## config.mk

```make
export PLATFORM = sky130hd
export DESIGN_NAME = snu_board_flat
export DESIGN_NICKNAME = d
export VERILOG_FILES = /design/src/rtl/snu_board_if.sv /design/src/rtl/snu_board.sv /design/src/flat_wrapper.sv
export SDC_FILE = /design/constraint.sdc
export NUM_CORES = 1
export LEC_CHECK = 0
export ABC_AREA = 1
export BUFFER_PORTS_ARGS = -buffer_cell sky130_fd_sc_hd__clkbuf_2
export CORE_ASPECT_RATIO = 1.4
export CORE_MARGIN = 3
export CORE_UTILIZATION = 50
export DETAILED_ROUTE_END_ITERATION = 16
export HOLD_SLACK_MARGIN = 0.03
export PLACE_DENSITY = 0.75
export RECOVER_POWER = 100
export SETUP_SLACK_MARGIN = 0.2
export SYNTH_ARGS = -nofsm -noshare
export SYNTH_HDL_FRONTEND = slang
export SYNTH_SLANG_ARGS = --single-unit
```

## constraint.sdc

```tcl
create_clock -name clk -period 0.98 [get_ports clk]
set_clock_uncertainty 0.1 [all_clocks]
set_input_delay 0.245 -clock clk [delete_from_list [all_inputs] [get_ports clk]]
set_output_delay 0.245 -clock clk [all_outputs]
set_load 0.005 [all_outputs]
```

## src/rtl/snu_board_if.sv

```systemverilog
// Board pin bundle for the six-switch / six-display / six-LED training board.
// The board side (master) drives the switches and observes displays and LEDs;
// the display controller (slave) reads the switches and drives the pins.
interface snu_board_if;
  logic       SW1, SW2, SW3, SW4, SW5, SW6;
  logic [6:0] J1, J2, J3, J4, J5, J6;
  logic       D1, D2, D3, D4, D5, D6;

  modport master (
    output SW1, SW2, SW3, SW4, SW5, SW6,
    input  J1, J2, J3, J4, J5, J6,
    input  D1, D2, D3, D4, D5, D6
  );

  modport slave (
    input  SW1, SW2, SW3, SW4, SW5, SW6,
    output J1, J2, J3, J4, J5, J6,
    output D1, D2, D3, D4, D5, D6
  );
endinterface

```

## src/rtl/snu_board.sv

```systemverilog
// Display controller for the training board. The switch word
// V = {SW1..SW6} (SW1 is the MSB) is decoded into decimal tens/ones, hex high/low
// nibble, popcount and first-active-switch index, each shown as an active-high
// {a,b,c,d,e,f,g} glyph. LEDs mirror the switches. All outputs are registered
// with one cycle of latency and are cleared asynchronously while rst_n is low.
module snu_board (
  input  logic         clk,
  input  logic         rst_n,
  snu_board_if.slave   bus
);

  logic [5:0] v;
  logic [5:0] tens;
  logic [5:0] ones;
  logic [3:0] pop;
  logic [3:0] first;

  assign v = {bus.SW1, bus.SW2, bus.SW3, bus.SW4, bus.SW5, bus.SW6};

  function automatic logic [6:0] glyph(input logic [3:0] d);
    logic [6:0] g;
    case (d)
      4'h0:    g = 7'd126;
      4'h1:    g = 7'd48;
      4'h2:    g = 7'd109;
      4'h3:    g = 7'd121;
      4'h4:    g = 7'd51;
      4'h5:    g = 7'd91;
      4'h6:    g = 7'd95;
      4'h7:    g = 7'd112;
      4'h8:    g = 7'd127;
      4'h9:    g = 7'd123;
      4'hA:    g = 7'd119;
      4'hB:    g = 7'd31;
      4'hC:    g = 7'd78;
      4'hD:    g = 7'd61;
      4'hE:    g = 7'd79;
      4'hF:    g = 7'd71;
      default: g = 7'd0;
    endcase
    return g;
  endfunction

  // Decimal split; V tops out at 63 so tens never exceeds 6.
  always_comb begin
    tens = v / 6'd10;
    ones = v % 6'd10;
  end

  // Count the active switches.
  always_comb begin
    pop = 4'd0;
    for (int i = 0; i < 6; i++) begin
      pop = pop + {3'b000, v[i]};
    end
  end

  // Lowest-numbered active switch; scanning from SW6 up lets SW1 win last.
  always_comb begin
    first = 4'd0;
    for (int i = 0; i < 6; i++) begin
      if (v[i]) begin
        first = 4'(6 - i);
      end
    end
  end

  // Register every display and LED from the switch word seen at this edge.
  always_ff @(posedge clk or negedge rst_n) begin
    if (!rst_n) begin
      bus.J1 <= 7'd0;
      bus.J2 <= 7'd0;
      bus.J3 <= 7'd0;
      bus.J4 <= 7'd0;
      bus.J5 <= 7'd0;
      bus.J6 <= 7'd0;
      bus.D1 <= 1'b0;
      bus.D2 <= 1'b0;
      bus.D3 <= 1'b0;
      bus.D4 <= 1'b0;
      bus.D5 <= 1'b0;
      bus.D6 <= 1'b0;
    end else begin
      bus.J1 <= glyph(tens[3:0]);
      bus.J2 <= glyph(ones[3:0]);
      bus.J3 <= glyph({2'b00, v[5:4]});
      bus.J4 <= glyph(v[3:0]);
      bus.J5 <= glyph(pop);
      bus.J6 <= glyph(first);
      bus.D1 <= bus.SW1;
      bus.D2 <= bus.SW2;
      bus.D3 <= bus.SW3;
      bus.D4 <= bus.SW4;
      bus.D5 <= bus.SW5;
      bus.D6 <= bus.SW6;
    end
  end

endmodule

```

## src/flat_wrapper.sv

```systemverilog
// flat-port wrapper written by rule: the top's interface ports become plain ports
module snu_board_flat 
  (clk, rst_n, bus_SW1, bus_SW2, bus_SW3, bus_SW4, bus_SW5, bus_SW6, bus_J1, bus_J2, bus_J3, bus_J4, bus_J5, bus_J6, bus_D1, bus_D2, bus_D3, bus_D4, bus_D5, bus_D6);
  snu_board_if bus_i ();
  input  logic clk;
  input  logic rst_n;
  input wire logic [$bits(bus_i.SW1)-1:0] bus_SW1;
  input wire logic [$bits(bus_i.SW2)-1:0] bus_SW2;
  input wire logic [$bits(bus_i.SW3)-1:0] bus_SW3;
  input wire logic [$bits(bus_i.SW4)-1:0] bus_SW4;
  input wire logic [$bits(bus_i.SW5)-1:0] bus_SW5;
  input wire logic [$bits(bus_i.SW6)-1:0] bus_SW6;
  output wire logic [$bits(bus_i.J1)-1:0] bus_J1;
  output wire logic [$bits(bus_i.J2)-1:0] bus_J2;
  output wire logic [$bits(bus_i.J3)-1:0] bus_J3;
  output wire logic [$bits(bus_i.J4)-1:0] bus_J4;
  output wire logic [$bits(bus_i.J5)-1:0] bus_J5;
  output wire logic [$bits(bus_i.J6)-1:0] bus_J6;
  output wire logic [$bits(bus_i.D1)-1:0] bus_D1;
  output wire logic [$bits(bus_i.D2)-1:0] bus_D2;
  output wire logic [$bits(bus_i.D3)-1:0] bus_D3;
  output wire logic [$bits(bus_i.D4)-1:0] bus_D4;
  output wire logic [$bits(bus_i.D5)-1:0] bus_D5;
  output wire logic [$bits(bus_i.D6)-1:0] bus_D6;
  assign bus_i.SW1 = bus_SW1;
  assign bus_i.SW2 = bus_SW2;
  assign bus_i.SW3 = bus_SW3;
  assign bus_i.SW4 = bus_SW4;
  assign bus_i.SW5 = bus_SW5;
  assign bus_i.SW6 = bus_SW6;
  assign bus_J1 = bus_i.J1;
  assign bus_J2 = bus_i.J2;
  assign bus_J3 = bus_i.J3;
  assign bus_J4 = bus_i.J4;
  assign bus_J5 = bus_i.J5;
  assign bus_J6 = bus_i.J6;
  assign bus_D1 = bus_i.D1;
  assign bus_D2 = bus_i.D2;
  assign bus_D3 = bus_i.D3;
  assign bus_D4 = bus_i.D4;
  assign bus_D5 = bus_i.D5;
  assign bus_D6 = bus_i.D6;
  snu_board u_core (.clk(clk), .rst_n(rst_n), .bus(bus_i));
endmodule
```

==> out/results.tsv <==
stage	metric	value	unit
setup_path	CP startpoint kind	input port	
final_layout	Area Growth Syn to Fin	56.6	%
final_layout	fin area	3950	sq um
final_layout	commonest non-fill, non-tap cell in the layout	clkbuf_2	
final_layout	Diodes inserted	0	
route	Initial DRT Pass Iterations	5	
timing	FMAX	404	MHz
power_and_ir_drop	Leak	0.00188	uW
synth	syn_nets	302	
timing	final hold vios	47	
clocking	H-tree depth	2	
synth	Post-Syn Area	2520	sq um
setup_path	Buffers & Inverters on Critical Path	5	
flow_run	number of max-cap violations	0	
placed_design	Final Wtd Congestion	0.823	
route	WL met1	2.22	mm
timing	Fin Setup TNS	-37.65	ns
route	final WL	6.52	mm
route	Via Count	2222	
timing	worst relative slew slack	0.565	
timing	Final WS setup	-1.50	ns
timing	Tcrit/Tclk final	2.53	
synth	Mapped Avg Cell Area	9.73	sq um
setup_path	Worst path max stage delay	0.59	ns
synth	Syn Inst Count	259	
die	die area	5940	sq um
final_layout	final net count	416	
synth	sequential share of the synthesized area	0.467	
setup_path	crit path DAT	2.60	ns
setup_path	delay-heaviest family, CP	adder cells	
timing	Final Critical Period	2.48	ns
power_and_ir_drop	Power, Total	5590	uW
synth	async set-reset flop share out of synthesis	1.00	
grt	Tot GR Track Use	0.212	
route	DRC errors left	0	
setup_path	Req. time, crit path	1.11	ns
timing	Tightest Pin Transition	0.653	ns
synth	ys flop type	dfrtp_1	
grt	vias in the first global route	2209	
timing	max-slew violations	0	
route	DR WL met2	3.68	mm
clocking	CTS Sinks	47	
timing	setup violation total in the final timing report	83	
placed_design	Cells after DPL	413	
route	Initial DRC Count	99	
power_and_ir_drop	pwr dens	1420	nW/um^2
run_status	status	finished with violations	
grt	largest net degree at the start of global routing	48	
run_status	failing checks	negative hold slack, negative setup slack	
die	Initial Util	0.538	
final_layout	layout cells sized above 1	0.594	
setup_path	CP endpoint kind	flop	
timing	WHS	-0.0342	ns
die	core region area	4680	sq um
setup_path	CP Max Fanout	4	
route	wire length per cell	15.0	um
final_layout	Finished Layout Cells	436	
synth	synth unique cells	32	
setup_path	slowest CP cell	fa_2	
synth	yosys warns	0	
clocking	clk root buf	clkbuf_8	
route	Avg Vias per Cell	5.10	
placed_design	DP Wirelength	4.15	mm
setup_path	CP dominant cell by count	inv_2	
route	antenna viol nets, final	0	
setup_path	critical path class	in2reg	
clocking	CTS clk-pin slew, worst paths	0.08	ns
synth	FF+latch count, synth	47	
timing	RSZ-0062 raised after global routing	yes	
synth	EDFF count, synth	0	
placed_design	PortBufs	55	
grt	global route overflow	0	
clocking	CTS buffer count	5	
grt	first-pass GRT wire length	9.89	mm
die	FP Rows	29	
route	met3 routed WL	348	um
die	io pins	56	
setup_path	cells along the critical path	buf_8 -> clkinvlp_4 -> ha_4 -> inv_2 -> fa_1 -> fa_2 -> inv_2 -> fa_2 -> inv_2 -> ha_4 -> or2_4 -> o21ai_2	
clocking	CTS tree	built	
die	die height	90	um
grt	initial antenna violation count	0	
power_and_ir_drop	Max IR drop VDD	0.00102	V
min_path	HP Class	in2async	
die	Die Width	66	um
clocking	Clock Tree Buf Depth	2	
route	uppermost routed layer	met4	
placed_design	placed cell areas	3400	sq um
final_layout	highest-count cells in the layout ignoring fill and taps	clkbuf_2 (52), dfrtp_1 (47), buf_4 (41)	
==> final cells by class <==
cell class | instances | area [sq um]
multi-input cells | 173 | 1680
flip-flops and latches | 47 | 1180
repair buffers | 113 | 777
fillers | 242 | 736
inverters | 33 | 156
well taps | 62 | 77.6
clock buffers | 7 | 76.3
clock inverters | 1 | 5.00
==> flip-flops by register name, indices dropped and copies added (netlist names) <==
| name | flops |
|---|---|
| u_core.bus.D1 | 1 |
| u_core.bus.D2 | 1 |
| u_core.bus.D3 | 1 |
| u_core.bus.D4 | 1 |
| u_core.bus.D5 | 1 |
| u_core.bus.D6 | 1 |
| u_core.bus.J1 | 7 |
| u_core.bus.J2 | 7 |
| u_core.bus.J3 | 6 |
| u_core.bus.J4 | 7 |
| u_core.bus.J5 | 7 |
| u_core.bus.J6 | 7 |
==> per-layer routing <==
layer / global-route usage / vias up
met5: 0 / -
met4: 0.110 / 0
met3: 0.0486 / 32
met2: 0.391 / 89
met1: 0.212 / 1057
li1: - / 1044
==> final timing paths <==
check                        start                to  cells after the start
max                        bus_SW6  u_core.bus.J5[6]                     12
min                          rst_n  u_core.bus.J4[6]                      2
max in group asynchronous    rst_n  u_core.bus.J1[1]                      2
min in group clk           bus_SW6     u_core.bus.D6                      2
==> cell usage after synthesis (all sizes together), types with 2 or more instances <==
cell type,number,share of area
ha,32,0.16
buf,4,0.013
o21ai,16,0.036
nor2,7,0.013
clkbuf,2,0.0030
inv,33,0.050
a21oi,10,0.026
nand3b,2,0.0060
nand2,63,0.11
dfrtp,47,0.47
or2,7,0.017
fa,3,0.024
nand3,26,0.054
==> stage by stage <==
step	util	setup slack, ns
6_report	0.843	-1.50
5_1_grt	0.843	-1.54
4_1_cts	0.807	-1.47
3_5_place_dp	0.727	-1.82
3_3_place_gp	0.727	-1.77
2_1_floorplan	-	-1.68
==> cells by family after synthesis <==
group | after synthesis | share of synthesized area
compound gates | 31 | 0.0765
simple gates | 106 | 0.206
buf+inv | 39 | 0.0665
flops | 47 | 0.467
fa+ha+maj | 35 | 0.183
other cells | 1 | 0.00149
==> where the power goes <==
part | internal [uW] | switching (uW)
clock | 501 | 603
sequential | 2220 | 75.0
combinational | 1020 | 1170
==> timing repair <==
action	4_1_cts	5_1_grt
endpoints found under the setup margin	83	83
hold endpoints to repair	47	47
buffers inserted	7	8
pin swaps	15	24
resized for setup	50	40
Power figures use the tool's default switching activity.
